$ cat src/rtl/fb_arb_pkg.sv
// fb_arb_pkg: shared types and constants for the framebuffer read arbiter
//   req_id_t    - requester identifier stored per outstanding read
//   arb_state_t - request-path hold state (free, or held on one port)
package fb_arb_pkg;
   typedef logic [0:0] req_id_t;
   localparam int NUM_PORTS = 2;
   localparam req_id_t PORT_DISPLAY = 1'b0;
   localparam req_id_t PORT_CPU = 1'b1;
   typedef enum logic [1:0] {ARB_FREE, ARB_HOLD_DISP, ARB_HOLD_CPU} arb_state_t;
endpackage

$ cat src/rtl/id_fifo.sv
// id_fifo: synchronous FIFO of requester IDs, one entry per outstanding read
//   clk, reset    - clock, synchronous active-high reset (empties the FIFO)
//   push, push_id - enqueue an ID (ignored when full)
//   pop, pop_id   - dequeue the head ID (ignored when empty); pop_id shows the head
//   full, empty   - occupancy flags
//   count         - number of stored IDs
// Simultaneous push and pop leave count unchanged and keep order.
module id_fifo
   import fb_arb_pkg::*;
#(
   parameter int DEPTH = 8
) (
   input  logic                     clk,
   input  logic                     reset,
   input  logic                     push,
   input  req_id_t                  push_id,
   input  logic                     pop,
   output req_id_t                  pop_id,
   output logic                     full,
   output logic                     empty,
   output logic [$clog2(DEPTH):0]   count
);
   localparam int AW = $clog2(DEPTH);
   req_id_t mem [DEPTH];
   logic [AW-1:0] wr_ptr, rd_ptr;
   logic do_push, do_pop;
   assign full    = count == (AW+1)'(DEPTH);
   assign empty   = count == '0;
   assign do_push = push & !full;
   assign do_pop  = pop & !empty;
   assign pop_id  = mem[rd_ptr];
   always_ff @(posedge clk)
      if (do_push) mem[wr_ptr] <= push_id;
   // DEPTH is a power of two, so the pointers wrap on their own
   always_ff @(posedge clk) begin
      if (reset) begin
         wr_ptr <= '0;
         rd_ptr <= '0;
         count  <= '0;
      end else begin
         if (do_push) wr_ptr <= wr_ptr + 1'b1;
         if (do_pop) rd_ptr <= rd_ptr + 1'b1;
         count <= count + (AW+1)'(do_push) - (AW+1)'(do_pop);
      end
   end
endmodule

$ cat src/rtl/fb_read_arbiter.sv
// fb_read_arbiter: shares one 8-bit Avalon-MM read master between display (s0) and CPU (s1)
//   clk, reset                 - clock, synchronous active-high reset
//   avs_s0_* / avs_s1_*        - requester slave ports (read, address, waitrequest, readdata, readdatavalid)
//   avm_master_*               - shared pipelined read master
//   pending_count              - accepted reads still awaiting data
//   err_unexpected             - sticky flag: data beat arrived with no outstanding read
// Build option DISPLAY_PRIORITY_EN: display port wins every tie instead of round-robin.
module fb_read_arbiter
   import fb_arb_pkg::*;
#(
   parameter int MAX_PENDING = 8,
   parameter int ADDR_W      = 24
) (
   input  logic                           clk,
   input  logic                           reset,
   input  logic                           avs_s0_read,
   input  logic [ADDR_W-1:0]              avs_s0_address,
   output logic                           avs_s0_waitrequest,
   output logic [7:0]                     avs_s0_readdata,
   output logic                           avs_s0_readdatavalid,
   input  logic                           avs_s1_read,
   input  logic [ADDR_W-1:0]              avs_s1_address,
   output logic                           avs_s1_waitrequest,
   output logic [7:0]                     avs_s1_readdata,
   output logic                           avs_s1_readdatavalid,
   output logic                           avm_master_read,
   output logic [ADDR_W-1:0]              avm_master_address,
   input  logic                           avm_master_waitrequest,
   input  logic [7:0]                     avm_master_readdata,
   input  logic                           avm_master_readdatavalid,
   output logic [$clog2(MAX_PENDING):0]   pending_count,
   output logic                           err_unexpected
);
   arb_state_t state_q, state_d;
   logic [NUM_PORTS-1:0] req;
   req_id_t gnt_id, tie_id, pop_id;
   logic full, empty, accept, pop;
   assign req = {avs_s1_read, avs_s0_read};
`ifdef DISPLAY_PRIORITY_EN
   assign tie_id = PORT_DISPLAY;
`else
   req_id_t last_grant;
   assign tie_id = ~last_grant;
   always_ff @(posedge clk) begin
      if (reset) last_grant <= PORT_CPU;
      else if (accept) last_grant <= gnt_id;
   end
`endif
   // A stalled request holds the grant on its port until the master accepts it
   always_comb begin
      gnt_id = state_q == ARB_HOLD_CPU ? PORT_CPU :
               state_q == ARB_HOLD_DISP ? PORT_DISPLAY :
               &req ? tie_id : req[PORT_CPU] ? PORT_CPU : PORT_DISPLAY;
      avm_master_read = req[gnt_id] & !full;
      state_d = !(avm_master_read & avm_master_waitrequest) ? ARB_FREE :
                gnt_id == PORT_CPU ? ARB_HOLD_CPU : ARB_HOLD_DISP;
   end
   always_ff @(posedge clk) begin
      if (reset) state_q <= ARB_FREE;
      else state_q <= state_d;
   end
   assign avm_master_address = gnt_id == PORT_CPU ? avs_s1_address : avs_s0_address;
   assign accept = avm_master_read & !avm_master_waitrequest;
   assign avs_s0_waitrequest = avs_s0_read &
      !(gnt_id == PORT_DISPLAY & !full & !avm_master_waitrequest);
   assign avs_s1_waitrequest = avs_s1_read &
      !(gnt_id == PORT_CPU & !full & !avm_master_waitrequest);
   // Full is judged on the pre-pop count, so a same-cycle return never frees a slot early
   assign pop = avm_master_readdatavalid & !empty;
   id_fifo #(.DEPTH(MAX_PENDING)) u_id_fifo (
      .clk     (clk),
      .reset   (reset),
      .push    (accept),
      .push_id (gnt_id),
      .pop     (pop),
      .pop_id  (pop_id),
      .full    (full),
      .empty   (empty),
      .count   (pending_count)
   );
   always_ff @(posedge clk) begin
      if (reset) begin
         avs_s0_readdatavalid <= 1'b0;
         avs_s1_readdatavalid <= 1'b0;
         avs_s0_readdata      <= '0;
         avs_s1_readdata      <= '0;
         err_unexpected       <= 1'b0;
      end else begin
         avs_s0_readdatavalid <= pop & pop_id == PORT_DISPLAY;
         avs_s1_readdatavalid <= pop & pop_id == PORT_CPU;
         if (pop & pop_id == PORT_DISPLAY) avs_s0_readdata <= avm_master_readdata;
         if (pop & pop_id == PORT_CPU) avs_s1_readdata <= avm_master_readdata;
         err_unexpected <= err_unexpected | (avm_master_readdatavalid & empty);
      end
   end
endmodule

$ cat config.mk
export PLATFORM = sky130hd
export DESIGN_NAME = fb_read_arbiter
export DESIGN_NICKNAME = d
export VERILOG_FILES = /design/src/rtl/fb_arb_pkg.sv /design/src/rtl/id_fifo.sv /design/src/rtl/fb_read_arbiter.sv
export SDC_FILE = /design/constraint.sdc
export NUM_CORES = 1
export LEC_CHECK = 0
export BUFFER_PORTS_ARGS = -buffer_cell sky130_fd_sc_hd__buf_2
export CAP_MARGIN = 20
export CORE_MARGIN = 8
export CORE_UTILIZATION = 41
export CTS_CLUSTER_DIAMETER = 120
export DETAILED_ROUTE_END_ITERATION = 8
export GPL_ROUTABILITY_DRIVEN = 0
export GPL_TIMING_DRIVEN = 0
export HOLD_SLACK_MARGIN = 0.12
export PLACE_DENSITY = 0.82
export SLEW_MARGIN = 40
export SYNTH_ARGS = -nofsm -noshare
export SYNTH_HDL_FRONTEND = slang
export SYNTH_SLANG_ARGS = --single-unit
$ cat constraint.sdc
create_clock -name clk -period 2.3 [get_ports clk]
set_clock_uncertainty 0.15 [all_clocks]
set_input_delay 0.23 -clock clk [delete_from_list [all_inputs] [get_ports clk]]
set_output_delay 0.23 -clock clk [all_outputs]
set_load 0.02 [all_outputs]
Word level (Yosys, flattened, before mapping). Memory sizes are Yosys's and may differ from the RTL's. A register that Yosys moved wholly into a read port is not among the register bits. Index checks and enable logic that the tools add are counted.

Bits in registers: 32. RAM bits: 8. Input port bits: 62. Output and inout bits: 50. Word-level logic and storage cells: 59. Memories: 1.

Memory list: u_id_fifo.mem (words 8, width 1, rd ports 1, clocked after memory_dff 1, wr ports 1, RTL line id_fifo.sv:24) `req_id_t mem [DEPTH];`.

$add $sub $neg: 4. Order comparisons: 1. Eq/ne operators: 3. Mux-type cells: 12. Bitwise logic cells: 20. Reductions and logical operators: 8.

Operator list (count): 2-to-1 mux 24 bit (1); AND 1 bit (15); 2-to-1 mux 1 bit (8); adder 3 x 1 -> 3 bit (second input constant) (2); 2-to-1 mux 3 bit (2); zero test 1 bit (5); adder 4 x 1 -> 4 bit (1); == test 4 bit (second input constant) (1); zero test 4 bit (1); NOT 1 bit (4); subtractor 4 x 1 -> 4 bit (1); == test 2 x 1 -> 1 bit (second input constant) (1); == test 2 bit (second input constant) (1); < comparator 1 x 2 -> 1 bit (second input constant) (1); 2-to-1 mux 2 bit (1); AND reduction 2 bit (1); OR reduction 2 bit (1); OR 1 bit (1).

Logic depth before layout (Yosys ltp). Gate-level depths: netlist of run 1.

Word-level depth: 11. Mapped depth: 12. Gate-level depth less buffers: 12.

By module. A second synthesis of run 1 with hierarchy kept.

Cells, all modules: 202. Area, all modules: 2195.9 sq um.

Modules (own cells, without submodules): fb_read_arbiter (instances 1, cells each 110, area an instance 1157.4 sq um, seq. area each 440.4 sq um); id_fifo (instances 1, cells each 92, area an instance 1038.5 sq um, seq. area each 500.5 sq um).

Least setup slack after synthesis of run 1. No wires, ideal clock.

Kind: reg2reg. Start point: register u_id_fifo.count[2]. End point: register u_id_fifo.count[2]. Setup time: 0.128 ns. Data arrival time: 2.181 ns. Data required time: 2.022 ns. Setup slack: -0.158 ns. Stages on the path, launching flop included: 12. Path buffers: 0. Period minus slack after synthesis: 2.458 ns. Path through: dfxtp_1 inv_1 ha_1 or3b_4 nand2_4 inv_4 ha_1 inv_1 ha_1 fa_1 xnor2_1 nor2_1.

Elaborated cells on any way between the ends: 11. Classes of those cells: add/sub (2); eq/ne (1); bitwise (5); reduce/logical (3).

RTL lines: start, declared (RTL line id_fifo.sv:21) `output logic [$clog2(DEPTH):0] count`; start signal, assigned (RTL line id_fifo.sv:43) `count <= count + (AW+1)'(do_push) - (AW+1)'(do_pop);`; zero test 4 bit (*) (RTL line id_fifo.sv:28) `assign empty = count == '0;`; zero test 1 bit (*) (RTL line id_fifo.sv:30, fb_read_arbiter.sv:69); AND 1 bit (RTL line fb_read_arbiter.sv:69) `assign pop = avm_master_readdatavalid & !empty;`; AND 1 bit (*) (RTL line id_fifo.sv:30) `assign do_pop = pop & !empty;`; named net u_id_fifo.do_pop (RTL line id_fifo.sv:26) `logic do_push, do_pop;`; subtractor 4 x 1 -> 4 bit (*) (RTL line id_fifo.sv:43).

The timed path passes the listed nets; every way through them passes the cells marked *. A chain may end at the register's enable or synchronous reset.

Worst setup path in the final report of run 1.
Start point: register u_id_fifo.count[2]. End point: register u_id_fifo.count[1].

The elaborated chain is that of the path after synthesis.

==> run summary, run 1 <==
* clk slew on worst S/H paths: 80 ps
* synthesized netlist cell count: 212
* overall via count from detail_route: 2007
* highest cell delay on the worst timing path: 510 ps
* maximum clock path buffer count: 2
* critical path capture point: u_id_fifo.count[1]
* die area: 7990 um2
* type of the tightest min-delay check: input pin to register
* TritonCTS clock tree: done
* reg-to-reg critical path startpoint: u_id_fifo.count[2]
* IO buf count: 110
* total setup violations reported at the end of the flow: 1
* shortest period the worst path allows: 2320 ps
* Highest Clock Rate: 431 MHz
* CTS H-Tree Depth: 2
* kind of end point of the critical path: register
* share of flip-flops with an asynchronous set or reset after synthesis: 0
* Antenna Violating Nets Remaining: 0
* Site Rows: 26
* number of filler instances in the final layout: 413
* highest-count cells in the layout ignoring fill and taps: sky130_fd_sc_hd__buf_2, sky130_fd_sc_hd__dfxtp_1, sky130_fd_sc_hd__nand2_1, sky130_fd_sc_hd__mux2_2, sky130_fd_sc_hd__mux2i_1
* slowest stage cell, crit path: sky130_fd_sc_hd__fa_2
* placed cell count: 392
* buffer cell driving the clock tree root: sky130_fd_sc_hd__clkbuf_8
* Top FF cell, synth: sky130_fd_sc_hd__dfxtp_1
* arrival time at the worst endpoint: 2400 ps
* vias in the first global route: 2295
* worst supply voltage drop on vdd: 0.563 mV
* result of the run: finished, violations left
* Tightest Pin Transition: 508 ps
* number of antenna violations at the first check in global routing: 0
* Critical Path, Cell by Cell: inv_4, ha_4, or3b_4, nand2_4, inv_6, ha_4, inv_2, ha_4, fa_2, nor2b_1
* share of the core filled with cells: 0.609
* synth unique cells: 45
* required time at the worst-slack endpoint: 2380 ps
* Worst Reg2Reg Path Length in Cells: 10
* most common cell after layout, fill and taps aside: sky130_fd_sc_hd__buf_2
* Finished Cell Area: 3130 um2
* routed wire length: 6.02 mm
* layout cells sized above 1: 0.499
* reg-to-reg slack, setup: -20 ps
* DR DRC count: 0
* number of violations of the max-capacitance limit: 0
* Overflow after GRT: 0
* number of synthesized flops with an enable pin: 8
* detail-routed via count per cell: 4.86
* synthesized area per cell: 10.4 um2
* number of optimization iterations in the first detailed-route pass: 4
* detailed placer's ending HPWL: 4.88 mm
* vertical die dimension: 89.4 um
* register area share after synthesis: 0.426
* overall routing resource usage: 0.154
* final-stage net count: 413
* die width: 89.4 um
* Routed wire per std cell: 14.6 um
* final-report max-slew violation count: 0
* antenna diode count: 0
* minimum setup slack in the final design: -21.7 ps
* power density normalized to cell area: 914 nW/um2
* Yosys Warn Count: 0
* post-synth net total: 283
* TritonCTS Sinks: 43
* synthesized flop and latch total: 43
* Setup Crit Path Kind: register to register
* largest net degree at the start of global routing: 18
* end of the worst register-to-register path: u_id_fifo.count[1]
* clock insertion delay at the later pin of the skew report: 290 ps
* Syn Std Cell Area: 2210 um2
* Hold Path Cell Cnt: 2
* initial core utilization: 0.429
* signed area change from the synthesized netlist to the final layout: 41.7%
* worst slack after detailed placement: -77.5 ps
* clock buffer count from CTS: 5
* number of placed I/O pins: 112
* endpoints failing hold: 0
* static leakage: 1.46 nW
* Critical Path Start Type: register
* portion of the clock cycle consumed by the worst path in the final layout: 1.01
* non-filler cells, final: 413
* highest fanout seen on the critical path: 3
* total placed instance area: 2900 um2
* failing checks: negative setup slack
* relative max-transition margin: 0.662
* RSZ-0062 raised after global routing: true
* violation count after the first detailed-route iteration: 39
* global-route wire length before repair: 9.72 mm
* core area: 5140 um2
* dominant cell type by count on the critical path: sky130_fd_sc_hd__ha_4
* Setup crit start: u_id_fifo.count[2]
* Setup TNS: -21.7 ps
## synthesized netlist by cell type, types with 3 or more instances
master	number	share of area
sky130_fd_sc_hd__nor2b_1	4	0.011
sky130_fd_sc_hd__a21oi_1	6	0.014
sky130_fd_sc_hd__inv_1	9	0.015
sky130_fd_sc_hd__buf_2	3	0.0068
sky130_fd_sc_hd__dfxtp_1	35	0.32
sky130_fd_sc_hd__edfxtp_1	8	0.11
sky130_fd_sc_hd__mux2i_1	19	0.086
sky130_fd_sc_hd__a21o_1	3	0.010
sky130_fd_sc_hd__nand3_1	4	0.0091
sky130_fd_sc_hd__nand4_1	3	0.0085
sky130_fd_sc_hd__nor2_1	13	0.022
sky130_fd_sc_hd__xnor2_1	3	0.012
sky130_fd_sc_hd__mux2_2	25	0.13
sky130_fd_sc_hd__ha_1	8	0.045
sky130_fd_sc_hd__nand2_1	29	0.049
sky130_fd_sc_hd__buf_6	3	0.015
sky130_fd_sc_hd__clkbuf_1	4	0.0068
## routing by layer
layer	GRT usage	wire, um
met1	0.152	2330
met2	0.283	2900
met3	0.0671	711
met4	0.0453	82
met5	0	0
## power by group
| part | switching [mW] | internal, mW |
|---|---|---|
| registers | 0.0911 | 0.917 |
| logic | 0.752 | 0.649 |
| clock network | 0.234 | 0.216 |
## worst min path at each step
| stage | start | end | slack, ps |
|---|---|---|---|
| 2_1_floorplan | avm_master_waitrequest | state_q[0] | 240 |
| 3_3_place_gp | avs_s0_readdata[6] | avs_s0_readdata[6] | 290 |
| 3_5_place_dp | avs_s1_readdata[4] | avs_s1_readdata[4] | 300 |
| 4_1_cts | reset | u_id_fifo.count[0] | 170 |
| 5_1_grt | reset | u_id_fifo.count[1] | 210 |
| 6_report | reset | u_id_fifo.count[0] | 160 |
## final cells by class
| type | count | area (um2) | share of cell area |
|---|---|---|---|
| Buffer | 11 | 67.6 | 0.0216 |
| Inverter | 10 | 50.0 | 0.0160 |
| Tap cell | 70 | 87.6 | 0.0280 |
| Clock buffer | 8 | 80.1 | 0.0256 |
| Timing Repair Buffer | 123 | 673 | 0.215 |
| Multi-Input combinational cell | 148 | 1220 | 0.390 |
| Sequential cell | 43 | 948 | 0.303 |
## state kept, by name, indices dropped and copies added, names as in the netlist, named ones only
name / count
avs_s1_readdatavalid: 1
u_id_fifo.count: 4
u_id_fifo.rd_ptr: 3
state_q: 2
avs_s1_readdata: 8
u_id_fifo.mem: 8
err_unexpected: 1
last_grant: 1
u_id_fifo.wr_ptr: 3
avs_s0_readdata: 8
avs_s0_readdatavalid: 1
## kinds of logic (layout without fill, tap and decap cells)
logic type,Yosys count,after routing,synth area share
buffers and inverters,21,152,0.0487
and+or+nand+nor,70,70,0.164
xor gates and xnor gates,4,4,0.0159
AOI/OAI and AO/OA,20,20,0.0709
muxes,45,45,0.220
adders and majority gates,9,9,0.0544
DFF,43,43,0.426
## through the flow
stage	power [mW]	hold slack, ps
2_1_floorplan	1.97	236
3_5_place_dp	2.32	301
5_1_grt	3.05	207
6_report	2.86	159
4_1_cts	2.86	168
3_3_place_gp	2.28	291
## worst max-delay path, delay by kind of cell (launching register included)
| family | cells | cell delay, ps |
|---|---|---|
| adders and majority gates | 4 | 1030 |
| and+or+nand+nor | 3 | 600 |
| DFF | 1 | 350 |
| buffers and inverters | 3 | 140 |
## what timing repair did
item	in CTS	in global routing
hold buffers	10	0
setup buffers	3	0
resized for setup	5	3
pin swaps	3	5
endpoints found under the hold margin	19	0
setup endpoints to repair	3	3
No activity file was read; power rests on OpenSTA's default activity.
==> inputs of run 2 (changes only) <==
--- a/config.mk
+++ b/config.mk
@@ -6,8 +6,9 @@
 export NUM_CORES = 1
 export LEC_CHECK = 0
-export BUFFER_PORTS_ARGS = -buffer_cell sky130_fd_sc_hd__buf_2
+export BUFFER_PORTS_ARGS = -buffer_cell sky130_fd_sc_hd__buf_4
 export CAP_MARGIN = 20
 export CORE_MARGIN = 8
 export CORE_UTILIZATION = 41
+export CTS_BUF_LIST = sky130_fd_sc_hd__clkbuf_16
 export CTS_CLUSTER_DIAMETER = 120
 export DETAILED_ROUTE_END_ITERATION = 8
==> constraint.sdc (replaced) <==
create_clock -name clk -period 2.3 [get_ports clk]
set_clock_uncertainty 0.15 [all_clocks]
set_input_delay 0.345 -clock clk [delete_from_list [all_inputs] [get_ports clk]]
set_output_delay 0.345 -clock clk [all_outputs]
set_load 0.02 [all_outputs]
==> run 2 against run 1 <==
  * Register-to-register slack barely moved
  * Cell area rose by 8.0%
  * Die area did not move
  * Clock power rose by 45%
  * The run still ends with negative setup slack left
  * Final cell count fell by 1.9%
  * Non-clock buffer count fell by 8
  * Count of clock-buffer cells in the layout fell by 3
  * Setup slack improved by 2.2 ps
  * Routed wire length rose by 1.2%
  * Sequential share of layout area fell by 2.3 points
  * Combinational power rose by 9%
==> run summary, run 2 (synthesis results as in run 1) <==
* die width: 89.4 um
* endpoints failing hold: 0
* layout cells sized above 1: 0.519
* number of violations of the max-capacitance limit: 0
* relative max-transition margin: 0.646
* number of antenna violations at the first check in global routing: 0
* worst supply voltage drop on vdd: 0.541 mV
* clock insertion delay at the later pin of the skew report: 280 ps
* overall via count from detail_route: 1977
* shortest period the worst path allows: 2320 ps
* global-route wire length before repair: 9.34 mm
* detail-routed via count per cell: 4.88
* overall routing resource usage: 0.151
* clk slew on worst S/H paths: 60 ps
* power density normalized to cell area: 940 nW/um2
* arrival time at the worst endpoint: 2320 ps
* die area: 7990 um2
* Design Power: 3.18 mW
* Highest Clock Rate: 431 MHz
* TritonCTS Sinks: 43
* total setup violations reported at the end of the flow: 2
* vias in the first global route: 2119
* end of the worst register-to-register path: u_id_fifo.count[2]
* routed wire length: 6.10 mm
* Antenna Violating Nets Remaining: 0
* Tightest Pin Transition: 531 ps
* type of the tightest min-delay check: input pin to register
* slowest stage cell, crit path: sky130_fd_sc_hd__or3b_4
* critical path capture point: u_id_fifo.count[2]
* Site Rows: 26
* Setup TNS: -30.6 ps
* number of optimization iterations in the first detailed-route pass: 4
* antenna diode count: 0
* TritonCTS clock tree: done
* initial core utilization: 0.429
* signed area change from the synthesized netlist to the final layout: 53.1%
* Finished Cell Area: 3380 um2
* Routed wire per std cell: 15.0 um
* Critical Path Start Type: register
* static leakage: 1.54 nW
* vertical die dimension: 89.4 um
* buffer cell driving the clock tree root: sky130_fd_sc_hd__clkbuf_16
* highest fanout seen on the critical path: 2
* highest cell delay on the worst timing path: 390 ps
* maximum clock path buffer count: 2
* clock buffer count from CTS: 5
* reg-to-reg critical path startpoint: u_id_fifo.count[3]
* final worst hold slack: 193 ps
* CTS H-Tree Depth: 2
* Setup crit start: u_id_fifo.count[3]
* violation count after the first detailed-route iteration: 30
* portion of the clock cycle consumed by the worst path in the final layout: 1.01
* result of the run: finished, violations left
* number of placed I/O pins: 112
* Largest regs: avs_s0_readdata (8), avs_s1_readdata (8), u_id_fifo.mem (8)
* DR DRC count: 0
* Overflow after GRT: 0
* final-stage net count: 405
* kind of end point of the critical path: register
* highest-count cells in the layout ignoring fill and taps: sky130_fd_sc_hd__buf_4, sky130_fd_sc_hd__dfxtp_1, sky130_fd_sc_hd__nand2_1, sky130_fd_sc_hd__mux2_2, sky130_fd_sc_hd__mux2i_1
* Worst Reg2Reg Path Length in Cells: 11
* total placed instance area: 3170 um2
* most common cell after layout, fill and taps aside: sky130_fd_sc_hd__buf_4
* core area: 5140 um2
* RSZ-0062 raised after global routing: true
* Setup Crit Path Kind: register to register
* dominant cell type by count on the critical path: sky130_fd_sc_hd__ha_4
* Critical Path, Cell by Cell: inv_2, ha_4, or3b_4, nand2_4, inv_6, ha_4, inv_2, ha_4, fa_2, xnor2_2, nor2_1
* failing checks: negative setup slack
* detailed placer's ending HPWL: 4.98 mm
* final-report max-slew violation count: 0
* Hold-fix buffers, CTS: 0
* required time at the worst-slack endpoint: 2300 ps
* reg-to-reg slack, setup: -20 ps
* IO buf count: 110
* minimum setup slack in the final design: -19.5 ps
* largest net degree at the start of global routing: 18
==> run 2: final cells by class <==
type                            instances  area [um2]
Clock buffer                            5         125
Tap cell                               70        87.6
Inverter                               10        45.0
Sequential cell                        43         948
Fill cell                             420        1760
Buffer                                 11        72.6
Clock inverter                          3        11.3
Timing Repair Buffer                  115         863
Multi-Input combinational cell        148        1230
==> run 2: worst min-delay path by stage <==
stage	slack, ps	end	cells after the start	from
global route	210	avs_s0_readdata[7]	3	avm_master_readdata[7]
floorplan	300	register	2	u_id_fifo.rd_ptr[1]
global placement	300	avs_s0_readdata[6]	2	avs_s0_readdata[6]
detailed placement	300	avs_s1_readdata[4]	2	avs_s1_readdata[4]
CTS	190	avs_s0_readdata[6]	3	avm_master_readdata[6]
finish	190	avs_s1_readdata[1]	3	avm_master_readdata[1]
==> run 2: metrics by stage <==
step	instances	utilization	setup slack [ps]
after floorplan	212	-	-17.8
after global placement	392	0.617	-55.4
after detailed placement	392	0.617	-92.3
after CTS	405	0.655	-55.5
after global routing	405	0.657	-95.0
final	405	0.657	-19.5
==> run 2: repair_timing <==
item                       CTS  global route
pin swaps                    3             4
gates resized for setup      5             5
setup endpoints to repair    3            10
gates cloned                 0             0
setup buffers                5             0
==> run 2: routing by layer <==
layer	wire length [um]	track usage	up-vias	share of wire
met3	796	0.0818	8	0.13
met4	72	0.0544	0	0.012
li1	-	-	990	-
met1	2310	0.146	884	0.38
met2	2920	0.265	95	0.48
met5	0	0	-	0
==> run 2: where the power goes <==
part | leakage, nW | switching, mW | internal [mW]
clock | 0.0701 | 0.262 | 0.390
combinational | 1.11 | 0.756 | 0.763
sequential | 0.361 | 0.0880 | 0.918
total | 1.54 | 1.11 | 2.07
==> run 2: worst max-delay path, delay by kind of cell, from the launching register on <==
family	cells	cell delay (ps)
buf+inv	3	140
xor+xnor	1	150
fa+ha+maj	4	870
flops	1	340
simple gates	3	550
